$ cat src/rtl/alu_key_loader.sv
// alu_key_loader: serial MSB-first key receiver with even-parity check driving the ALU locking_key bus.
// Optional KEY_ZEROIZE_EN: a parity failure also clears locking_key and key_valid.
module alu_key_loader #(
    parameter int KEY_W = 8,
    parameter int CNT_W = 6
) (
    input  logic             clk,
    input  logic             rst_n,
    input  logic             load_start,
    input  logic             key_bit,
    input  logic             key_bit_valid,
    output logic             busy,
    output logic [KEY_W-1:0] locking_key,
    output logic             key_valid,
    output logic             key_err
);
    typedef enum logic [1:0] {IDLE, SHIFT, CHECK} state_t;
    localparam logic [CNT_W-1:0] LAST = CNT_W'(KEY_W);
    state_t           state_q, state_d;
    logic [KEY_W-1:0] shift_q, shift_d;
    logic [CNT_W-1:0] cnt_q, cnt_d;
    logic             par_q, par_d;
    logic [KEY_W-1:0] key_q, key_d;
    logic             valid_q, valid_d;
    logic             err_q, err_d;
    always_ff @(posedge clk or negedge rst_n) begin
        if (!rst_n) begin
            state_q <= IDLE;
            shift_q <= '0;
            cnt_q   <= '0;
            par_q   <= 1'b0;
            key_q   <= '0;
            valid_q <= 1'b0;
            err_q   <= 1'b0;
        end else begin
            state_q <= state_d;
            shift_q <= shift_d;
            cnt_q   <= cnt_d;
            par_q   <= par_d;
            key_q   <= key_d;
            valid_q <= valid_d;
            err_q   <= err_d;
        end
    end
    always_comb begin
        state_d = state_q;
        shift_d = shift_q;
        cnt_d   = cnt_q;
        par_d   = par_q;
        key_d   = key_q;
        valid_d = valid_q;
        err_d   = err_q;
        case (state_q)
            IDLE: if (load_start) begin
                state_d = SHIFT;
                shift_d = '0;
                cnt_d   = '0;
                err_d   = 1'b0;
            end
            SHIFT: if (load_start) begin
                // restart wins over a same-cycle key bit, which is dropped
                shift_d = '0;
                cnt_d   = '0;
                err_d   = 1'b0;
            end else if (key_bit_valid) begin
                if (cnt_q < LAST) begin
                    shift_d = {shift_q[KEY_W-2:0], key_bit};
                    cnt_d   = cnt_q + CNT_W'(1);
                end else begin
                    par_d   = key_bit;
                    state_d = CHECK;
                end
            end
            CHECK: begin
                state_d = IDLE;
                if ((^shift_q ^ par_q) == 1'b0) begin
                    key_d   = shift_q;
                    valid_d = 1'b1;
                    err_d   = 1'b0;
                end else begin
                    err_d   = 1'b1;
`ifdef KEY_ZEROIZE_EN
                    key_d   = '0;
                    valid_d = 1'b0;
`else
                    key_d   = key_q;
                    valid_d = valid_q;
`endif
                end
            end
            default: state_d = IDLE;
        endcase
    end
    assign busy        = (state_q != IDLE);
    assign locking_key = key_q;
    assign key_valid   = valid_q;
    assign key_err     = err_q;
endmodule

$ cat config.mk
export PLATFORM = sky130hd
export DESIGN_NAME = alu_key_loader
export DESIGN_NICKNAME = d
export VERILOG_FILES = /design/src/rtl/alu_key_loader.sv
export SDC_FILE = /design/constraint.sdc
export NUM_CORES = 1
export LEC_CHECK = 0
export CORE_ASPECT_RATIO = 2
export CORE_MARGIN = 10
export CORE_UTILIZATION = 45
export DETAILED_ROUTE_END_ITERATION = 6
export GPL_TIMING_DRIVEN = 0
export PLACE_DENSITY = 0.67
export SLEW_MARGIN = 5
export SYNTH_ARGS = -nofsm -noshare
export SYNTH_HDL_FRONTEND = slang
export SYNTH_SLANG_ARGS = --single-unit
$ cat constraint.sdc
create_clock -name clk -period 2.18 [get_ports clk]
set_input_delay 0.218 -clock clk [delete_from_list [all_inputs] [get_ports clk]]
set_output_delay 0.218 -clock clk [all_outputs]
set_load 0.005 [all_outputs]
Word level (Yosys, flattened, before mapping)

Cells that the tools add are included.

Flip-flop bits (word level): 27
Input bits: 5
Output and inout bits: 11
Word-level logic and storage cells: 51

$add $sub $neg: 1
Order comparisons: 1
Eq/ne operators: 9
Multiplexer cells: 18
Bitwise operators: 4
Reductions and logical operators: 11

Operator list:

| cell                                                       | count |
|---|---|
| two-way mux 8 bit                                          | 4 |
| two-way mux 6 bit                                          | 4 |
| one-hot mux 8 bit (2 select lines)                         | 1 |
| one-hot mux 6 bit (2 select lines)                         | 1 |
| AND reduction 4 bit                                        | 3 |
| two-way mux 2 bit                                          | 4 |
| inequality test 2 bit, second input constant               | 4 |
| parity 8 bit                                               | 1 |
| adder 6 x 1 -> 6 bit, second input constant                | 1 |
| less-than comparator 6 x 4 -> 1 bit, second input constant | 1 |
| inequality test 3 bit, second input constant               | 2 |
| nonzero test 2 bit                                         | 3 |
| one-hot mux 2 bit (2 select lines)                         | 1 |
| AND reduction 2 bit                                        | 2 |
| NOT 1 bit                                                  | 3 |
| == test 2 x 1 -> 1 bit, second input constant              | 1 |
| == test 2 bit, second input constant                       | 1 |
| zero test 2 bit                                            | 1 |
| two-way mux 1 bit                                          | 2 |
| inequality test 2 x 1 -> 1 bit, second input constant      | 1 |
| one-hot mux 1 bit (2 select lines)                         | 1 |
| OR reduction 2 bit                                         | 1 |
| XOR 1 bit                                                  | 1 |

Longest topological paths before layout

Gate-level depths: netlist (run 1).

Word-level depth: 5
Depth in mapped cells: 5
Mapped depth without buffers: 4

Worst setup path before layout (run 1)

Ideal clock, no wire load.

Kind: register -> register
From: register shift_q[1]
To: register key_q[0], in the netlist locking_key[0]
Library setup time: 0.125 ns
Data arrival time: 1.704 ns
Path slack: 0.351 ns
Stages on the path, launching flop included: 5
Path buffers: 0
Period minus slack after synthesis: 1.829 ns
Cells stage by stage: dfrtp_1 > xor2_1 > xnor3_2 > mux2i_4 > mux2_2

Longest elaborated chain between the ends: 4

Ends and longest elaborated chain:

| element                       | line | source |
|---|---|---|
| start: declaration            | 20   | `logic [KEY_W-1:0] shift_q, shift_d;` |
| start signal: assignment      | 37   | `shift_q <= shift_d;` |
| parity 8 bit                  | 76   | `if ((^shift_q ^ par_q) == 1'b0) begin` |
| XOR 1 bit                     | 76   |  |
| NOT 1 bit (no line)           | --   |  |
| AND reduction 2 bit (no line) | --   |  |
| end signal: assignment        | 40   | `key_q <= key_d;` |
| end: declaration              | 23   | `logic [KEY_W-1:0] key_q, key_d;` |

Every way passes these cells.
A chain may end at the register's enable or synchronous reset.

Final worst setup path (run 1)

Same ends and word-level chain as after synthesis.

==> results.md, run 1 <==
Worst setup path:
- The critical path capture point type is a flop.
- The slowest cell on the critical path is sky130_fd_sc_hd__xnor3_2.
- For the worst setup path, the data arrival time is ~2200 ps.
- The setup slack of the worst register-to-register path is 190 ps.
- In this run the critical register-to-register path is captured at locking_key[0].
- The peak per-stage delay on the critical path is 460 ps.
- The start of the worst register-to-register path is shift_q[1].
- The data required time at the worst endpoint is 2340 ps.
- The startpoint-to-endpoint class of the critical path is flop to flop.
- The highest net fanout along the worst path is 9.
- The kind of launch point of the worst setup path is a flop.
- The depth of the worst register-to-register path is 4.
- Walking the worst path, the cells encountered are xor2_1 -> xnor3_2 -> mux2i_4 -> mux2_2.

Timing:
- The final-report hold violation count was 0.
- At the pin with the least slew margin, the transition time is 587 ps.
- Setup repair after global routing left no endpoint under its margin.
- The share of the cycle needed by the critical path after routing is between 90% and 100%.
- The final-report max-slew violation count is 0.
- The final number of setup-violating endpoints is 0.
- The relative slew slack is 60.9%.
- The fmax is 0.502 GHz.
- The sum of negative setup slack is 0 ps.
- Hold is met by 476 ps.
- After layout, the worst setup slack is 188 ps.
- The shortest clock period the worst path allows after layout is ~2000 ps.
- The worst clock skew is 2.35 ps.

Cells and area:
- Cells fill 56.5% of the core in the end.
- The number of fill cells is 235.
- After routing the design area is 0.00147 mm².
- From synthesis to final layout, the design area changed by 19.0%.
- The antenna diode instance count is 0.
- At the end of the flow, the number of nets in the layout was 128.
- The fraction of layout instances using a drive strength above 1 is 16.5%.

Place:
- Timing analysis after detailed placement gives a worst setup slack of 164 ps.
- The placer congestion estimate is 0.729.
- The detailed placer's ending HPWL is approximately 1700 µm.
- The number of input and output port buffers inserted is 15.
- The standard cell area after detailed placement is 0.00142 mm².

Synth:
- The cell area that synthesis handed to floorplanning was roughly 0.0012 mm².
- The number of enable-type register cells in the synthesized netlist is 0.
- The fraction of the yosys area taken by sequential cells is 54.7%.
- Counting instances in the post-synthesis netlist gives the leading cell types as 27 x sky130_fd_sc_hd__dfrtp_1, 12 x sky130_fd_sc_hd__nand2_1, 12 x sky130_fd_sc_hd__o21ai_0, 9 x sky130_fd_sc_hd__mux2_2, 9 x sky130_fd_sc_hd__mux2i_1.
- Of all flip-flops after synthesis, the portion carrying an async set or reset was 100%.
- The average instance in the mapped netlist occupies approximately 12 µm².
- The register bit count reported by yosys is 27.
- The number of nets produced by synthesis is between 100 and 150.
- The commonest register cell after synthesis is sky130_fd_sc_hd__dfrtp_1.
- The total of warnings raised by yosys is 0.
- The synthesized instance count is about 100.
- After synthesis, the netlist uses 27 different library cells.
- The most instantiated library cell after synthesis is sky130_fd_sc_hd__dfrtp_1.
- The cell accounting for the most synthesized area is sky130_fd_sc_hd__dfrtp_1.
- Summed over its instances, the top area cell type makes up 54.7% of the synthesized netlist area.
- By area the synthesized netlist is led by sky130_fd_sc_hd__dfrtp_1 55%, sky130_fd_sc_hd__mux2_2 8.2%, sky130_fd_sc_hd__mux2i_1 7.3%.

Pwr:
- The switching share of power is a little over a fifth.
- The cell-internal power is between 0.6 and 0.7 mW.
- The combinational share of power is approximately 7%.
- The clock share of power is 32.6%.
- The maximum vdd ir drop is 0.339 mV.
- For this design the ratio of total power to cell area is 582 mW/mm².
- The sequential power share is 60.4%.
- The static power due to leakage is 0.679 nW.
- The net switching power is 0.187 mW.

Route:
- The final antenna-violating net count is 0.
- Summing over every cut layer, the via total after detailed routing is roughly 790.
- For this run, design rule violations remaining after detail routing come to 0.
- For this run, the detailed router's first-pass iteration total came to 4.
- The total routed wirelength is about 2300 µm.
- The number of DRC violations after detailed-routing iteration 0 is 5.
- In the routed layout, each cell is associated on average with a via count of about 5.3.
- Dividing the detail-routed wire length by the instance count gives around 15 µm.

Clock network:
- Once the clock tree was built, the setup fixing pass inserted 0 buffers.
- The total clock sinks is 27.
- The CTS tree is done.
- The level count of the clock H-tree is 1.
- The clock latency of the later-clocked register in the worst-skew pair is 270 ps.
- The TritonCTS buffer count is 3.
- Clock-pin slew was measured on the worst setup and hold paths at about 80 ps.
- The maximum count of clock buffers along a single path is 2.
- The cell at the root of the clock tree is sky130_fd_sc_hd__clkbuf_8.

Global routing:
- The number of antenna violations at the first check in global routing was 0.
- The maximum number of pins on one net before global-route repair is 28.
- In the global route stage, overall resource usage came out at 9.43%.
- The first global-routing pass estimated 4110 µm of wire.
- The leftover overflow at the end of global routing is 0.
- The number of global-route vias before repair was 877.

Floorplanning:
- Row generation in the floorplan step produced 26 rows.
- The core area is 0.00260 mm².
- Once the floorplan was initialized, standard cells occupied 47.5% of the core.
- The die outline width is ~57 µm.
- The die is 94.1 µm tall.
- Pin placement for this block handled 16 I/O pins.
- The die covers roughly 0.0054 mm².

Outcome:
- The flow ran to the end, and the final reports show no timing, DRC or antenna violations.

Hold path:
- The tightest min-delay check is of the input pin to async pin type.

Flow run:
- The max capacitance violation total is 0.
-- routing by layer --
metal / GRT usage, % / wire length (µm)
met1: 9.72 / 884
met2: 16.5 / 1270
met3: 2.57 / 101
met4: 5.31 / 55
met5: 0 / 0
-- cell families (layout without fill, tap and decap cells) --
kind of cell / count (synthesis) / in the layout / synth area share [%]
AOI/OAI and AO/OA: 15 / 15 / 6.38
xor gates and xnor gates: 8 / 8 / 8.11
adders and majority gates: 1 / 1 / 1.01
buffers and inverters: 4 / 24 / 1.32
DFF: 27 / 27 / 54.7
muxes: 19 / 19 / 17.3
and+or+nand+nor: 27 / 27 / 11.1
-- flip-flops by register name, indices dropped and copies added (netlist names) --
name         flops
par_q            1
key_err          1
state_q          2
cnt_q            6
locking_key      8
key_valid        1
shift_q          8
-- through the flow --
| stage | power, mW | cells |
|---|---|---|
| 6_report | 0.855 | 149 |
| 3_5_place_dp | 0.587 | 144 |
| 2_1_floorplan | 0.560 | 101 |
| 3_3_place_gp | 0.586 | 144 |
| 5_1_grt | 0.895 | 149 |
| 4_1_cts | 0.871 | 148 |
-- layout make-up --
cell class              count  area, µm²  share of cell area (%)
plain buffers               3       12.5                   0.851
clock buffers               4       45.0                    3.06
inverters                   1       3.75                   0.255
multi-input cells          70        543                    36.9
flip-flops and latches     27        676                    46.0
well taps                  28       35.0                    2.38
repair buffers             16        155                    10.6
-- cells in the final DEF, fill, tap and decap left out, types with 2 or more instances in the layout --
master / n
sky130_fd_sc_hd__dfrtp_1: 27
sky130_fd_sc_hd__clkdlybuf4s50_1: 14
sky130_fd_sc_hd__nand2_1: 12
sky130_fd_sc_hd__o21ai_0: 12
sky130_fd_sc_hd__mux2i_1: 9
sky130_fd_sc_hd__mux2_2: 9
sky130_fd_sc_hd__xnor2_1: 4
sky130_fd_sc_hd__clkbuf_1: 3
sky130_fd_sc_hd__clkbuf_8: 3
sky130_fd_sc_hd__buf_2: 2
sky130_fd_sc_hd__nand2b_1: 2
sky130_fd_sc_hd__a21oi_1: 2
sky130_fd_sc_hd__nor2_1: 2
sky130_fd_sc_hd__and2_1: 2
sky130_fd_sc_hd__xor2_1: 2
sky130_fd_sc_hd__xnor3_2: 2
-- what timing repair did --
action | CTS | global route
gates resized for setup | 0 | 0
endpoints found under the setup margin | 0 | 0
endpoints found under the hold margin | 0 | 27
hold buffers | 0 | 1
-- worst max-delay path, delay by kind of cell, from the launching register on --
kind	cells	cell delay, ps
flip-flops	1	450
XOR/XNOR	2	640
multiplexers	2	790
-- how the worst max path moves through the flow --
stage / from / end / slack, ps / depth (start not counted)
global route: shift_q[1] / locking_key[3] / 60 / 4
detailed placement: shift_q[1] / locking_key[4] / 160 / 4
global placement: shift_q[1] / locking_key[6] / 190 / 4
floorplan: shift_q[1] / locking_key[0] / 350 / 4
CTS: shift_q[1] / locking_key[0] / 150 / 4
finish: shift_q[1] / locking_key[0] / 190 / 4
-- power groups by stage --
stage	clock network, mW	registers, mW	logic, mW
final	0.279	0.516	0.0600
after global routing	0.309	0.518	0.0685
after CTS	0.293	0.517	0.0616
after detailed placement	0	0.526	0.0610
after global placement	0	0.526	0.0598
after floorplan	0	0.524	0.0356
No activity file was read; power rests on OpenSTA's default activity.
==> inputs of run 2 (changes only) <==
Settings changed: CTS_BUF_LIST from default to sky130_fd_sc_hd__clkbuf_8.
==> run 2 against run 1 <==
  * Via count stayed put
  * Die area is the same
  * Final cell count unchanged
  * Highest routed layer unchanged
==> results.md, run 2 (synthesis results as in run 1) <==
Hold path:
- The kind of path behind the tightest hold check is input pin to async pin (unchanged).

Global routing:
- The maximum number of pins on one net before global-route repair came to 28 (unchanged).
- The leftover overflow at the end of global routing was 0 (unchanged).
- The number of antenna violations at the first check in global routing was 0 (unchanged).
- The global-route wire length before repair came to 4110 µm (unchanged).
- The number of global-route vias before repair was 877 (unchanged).
- The global-route usage over all layers came to 9.43% (unchanged).

Worst setup path:
- The arrival time at the worst endpoint was 2160 ps (was 2150 ps).
- The startpoint-to-endpoint class of the critical path is flop to flop (unchanged).
- The highest net fanout along the worst path is 9 (unchanged).
- The depth of the worst register-to-register path was 4 (unchanged).
- The data required time at the worst endpoint was 2340 ps (about the same).
- The critical path capture point type is a flop (unchanged).
- The kind of launch point of the worst setup path was a flop (unchanged).

Clock network:
- The cell at the root of the clock tree is sky130_fd_sc_hd__clkbuf_8 (unchanged).
- The CTS tree is done (unchanged).
- The number of buffers inserted for hold repair after clock tree synthesis is 0 (unchanged).
- The clock latency of the later-clocked register in the worst-skew pair is 270 ps (about the same).
- The clock slew at the register clock pins of the worst setup and hold paths is 90 ps (was 80 ps).
- The maximum count of clock buffers along a single path is 2 (unchanged).
- The total clock sinks came to 27 (unchanged).
- The TritonCTS buffer count came to 3 (unchanged).
- The post-cts repair resize count is 0 (unchanged).
- The number of buffers inserted by post-CTS setup repair is 0 (unchanged).
- The level count of the clock H-tree is 1 (unchanged).

Pwr:
- The static power due to leakage is 0.683 nW (was 0.679 nW).
- The sequential power share came to 60.7% (was 60.4%).
- The net switching power came to 0.188 mW (was 0.187 mW).
- The clock share of power is 32.3% (was 32.6%).
- The cell-internal power was 0.663 mW (was 0.668 mW).
- The total power divided by cell area is 579 mW/mm² (was 582 mW/mm²).
- The post-layout total power is 0.851 mW (was 0.855 mW).
- The combinational share of power came to 7.1% (was 7.0%).
- The switching share of power was 22.1% (was 21.9%).
- The maximum vdd ir drop is 0.339 mV (unchanged).

Timing:
- The final-report hold violation count is 0 (unchanged).
- The final number of setup-violating endpoints is 0 (unchanged).
- The final-report max-slew violation count is 0 (unchanged).
- The shortest clock period the worst path allows after layout was 1990 ps (about the same).
- The worst clock skew was 2.35 ps (unchanged).
- The transition time at the pin with the least slew margin was 587 ps (about the same).
- The relative slew slack came to 60.9% (about the same).
- The smallest setup slack after layout was 186 ps (was 188 ps).
- Setup repair after global routing missed its margin: false (unchanged).
- The fmax was 0.502 GHz (about the same).
- The share of the cycle needed by the critical path after routing was 91.4% (about the same).
- The sum of negative setup slack is 0 ps (unchanged).

Cells and area:
- The antenna diode instance count came to 0 (unchanged).
- The area growth from synthesis to layout is 19.0% (unchanged).
- The leading cell type in the layout, fill and taps excluded is sky130_fd_sc_hd__dfrtp_1 (unchanged).
- The utilization after layout is 56.5% (unchanged).
- The fraction of layout instances using a drive strength above 1 was 16.5% (unchanged).
- The number of nets at the end of the flow is 128 (unchanged).
- The multi-input gate area in the final layout is 543 µm² (unchanged).
- The register area is 676 µm² (unchanged).
- The number of fill cells is 235 (unchanged).
- Most used cells in the layout excluding fill and tap cells: 27 x sky130_fd_sc_hd__dfrtp_1, 14 x sky130_fd_sc_hd__clkdlybuf4s50_1, 12 x sky130_fd_sc_hd__nand2_1, 12 x sky130_fd_sc_hd__o21ai_0 (unchanged).

Route:
- The number of DRC violations after detailed-routing iteration 0 came to 5 (unchanged).
- The final antenna-violating net count is 0 (unchanged).
- The via density per instance is 5.30 (unchanged).
- The total routed wirelength was 2310 µm (about the same).
- The length of the first detailed-routing pass in iterations is 4 (unchanged).
- The total vias in the final route came to 789 (unchanged).
- The mean routed wirelength per cell is 15.5 µm (about the same).
- The detailed-route DRC error count came to 0 (unchanged).

Place:
- The placer congestion estimate came to 0.729 (unchanged).
- The number of input and output port buffers inserted came to 15 (unchanged).
- The detailed placer's ending HPWL was 1750 µm (unchanged).
- The worst setup slack after placement is 164 ps (unchanged).

Floorplanning:
- The die footprint was 0.00537 mm² (unchanged).
- The die outline width was 57.0 µm (unchanged).
- The number of ports placed on the die boundary was 16 (unchanged).
- The core area came to 0.00260 mm² (unchanged).
- The die span in y was 94.1 µm (unchanged).
- The effective utilization at floorplan is 47.5% (unchanged).
- The row count is 26 (unchanged).

Outcome:
- Status: completed (unchanged).

Flow run:
- The max capacitance violation total is 0 (unchanged).
-- run 2: final timing paths --
check                           slack (ps)        from        endpoint
worst min register to register         480   key_valid       key_valid
min in group clk                       480   key_valid       key_valid
max in group asynchronous             1320       rst_n      shift_q[6]
worst max-delay path                   190  shift_q[1]  locking_key[0]
worst min-delay path                   480       rst_n       key_valid
worst max register to register         190  shift_q[1]  locking_key[0]
-- run 2: power by group through the flow --
stage	clock network, mW	logic [mW]	registers, mW
after floorplan	0	0.0356	0.524
after global placement	0	0.0598	0.526
after detailed placement	0	0.0610	0.526
after CTS	0.288	0.0616	0.516
after global routing	0.305	0.0685	0.518
final	0.275	0.0600	0.516
-- run 2: stage by stage --
step,instances,cell area (µm²),hold slack (ps)
final,149,1470,475
after CTS,148,1470,482
after global placement,144,1420,450
after detailed placement,144,1420,456
after global routing,149,1470,508
after floorplan,101,1230,-77.6
-- run 2: cell type report --
type | count | area share (%)
buffer | 3 | 0.851
clock buffer | 3 | 2.81
clock inverter | 1 | 0.255
inverter | 1 | 0.255
multi-input combinational | 70 | 36.9
sequential | 27 | 46.0
tap | 28 | 2.38
timing repair buffer | 16 | 10.6
-- run 2: critical path: stages (launching register included) --
cell	delay (ps)
sky130_fd_sc_hd__dfrtp_1	450
sky130_fd_sc_hd__xor2_1	180
sky130_fd_sc_hd__xnor3_2	460
sky130_fd_sc_hd__mux2i_4	410
sky130_fd_sc_hd__mux2_2	380
-- run 2: layer usage --
layer  global-route usage, %  routed length [µm]
met1                    9.72                 887
met2                    16.5                1270
met3                    2.57                 101
met5                       0                   0
met4                    5.31                  55
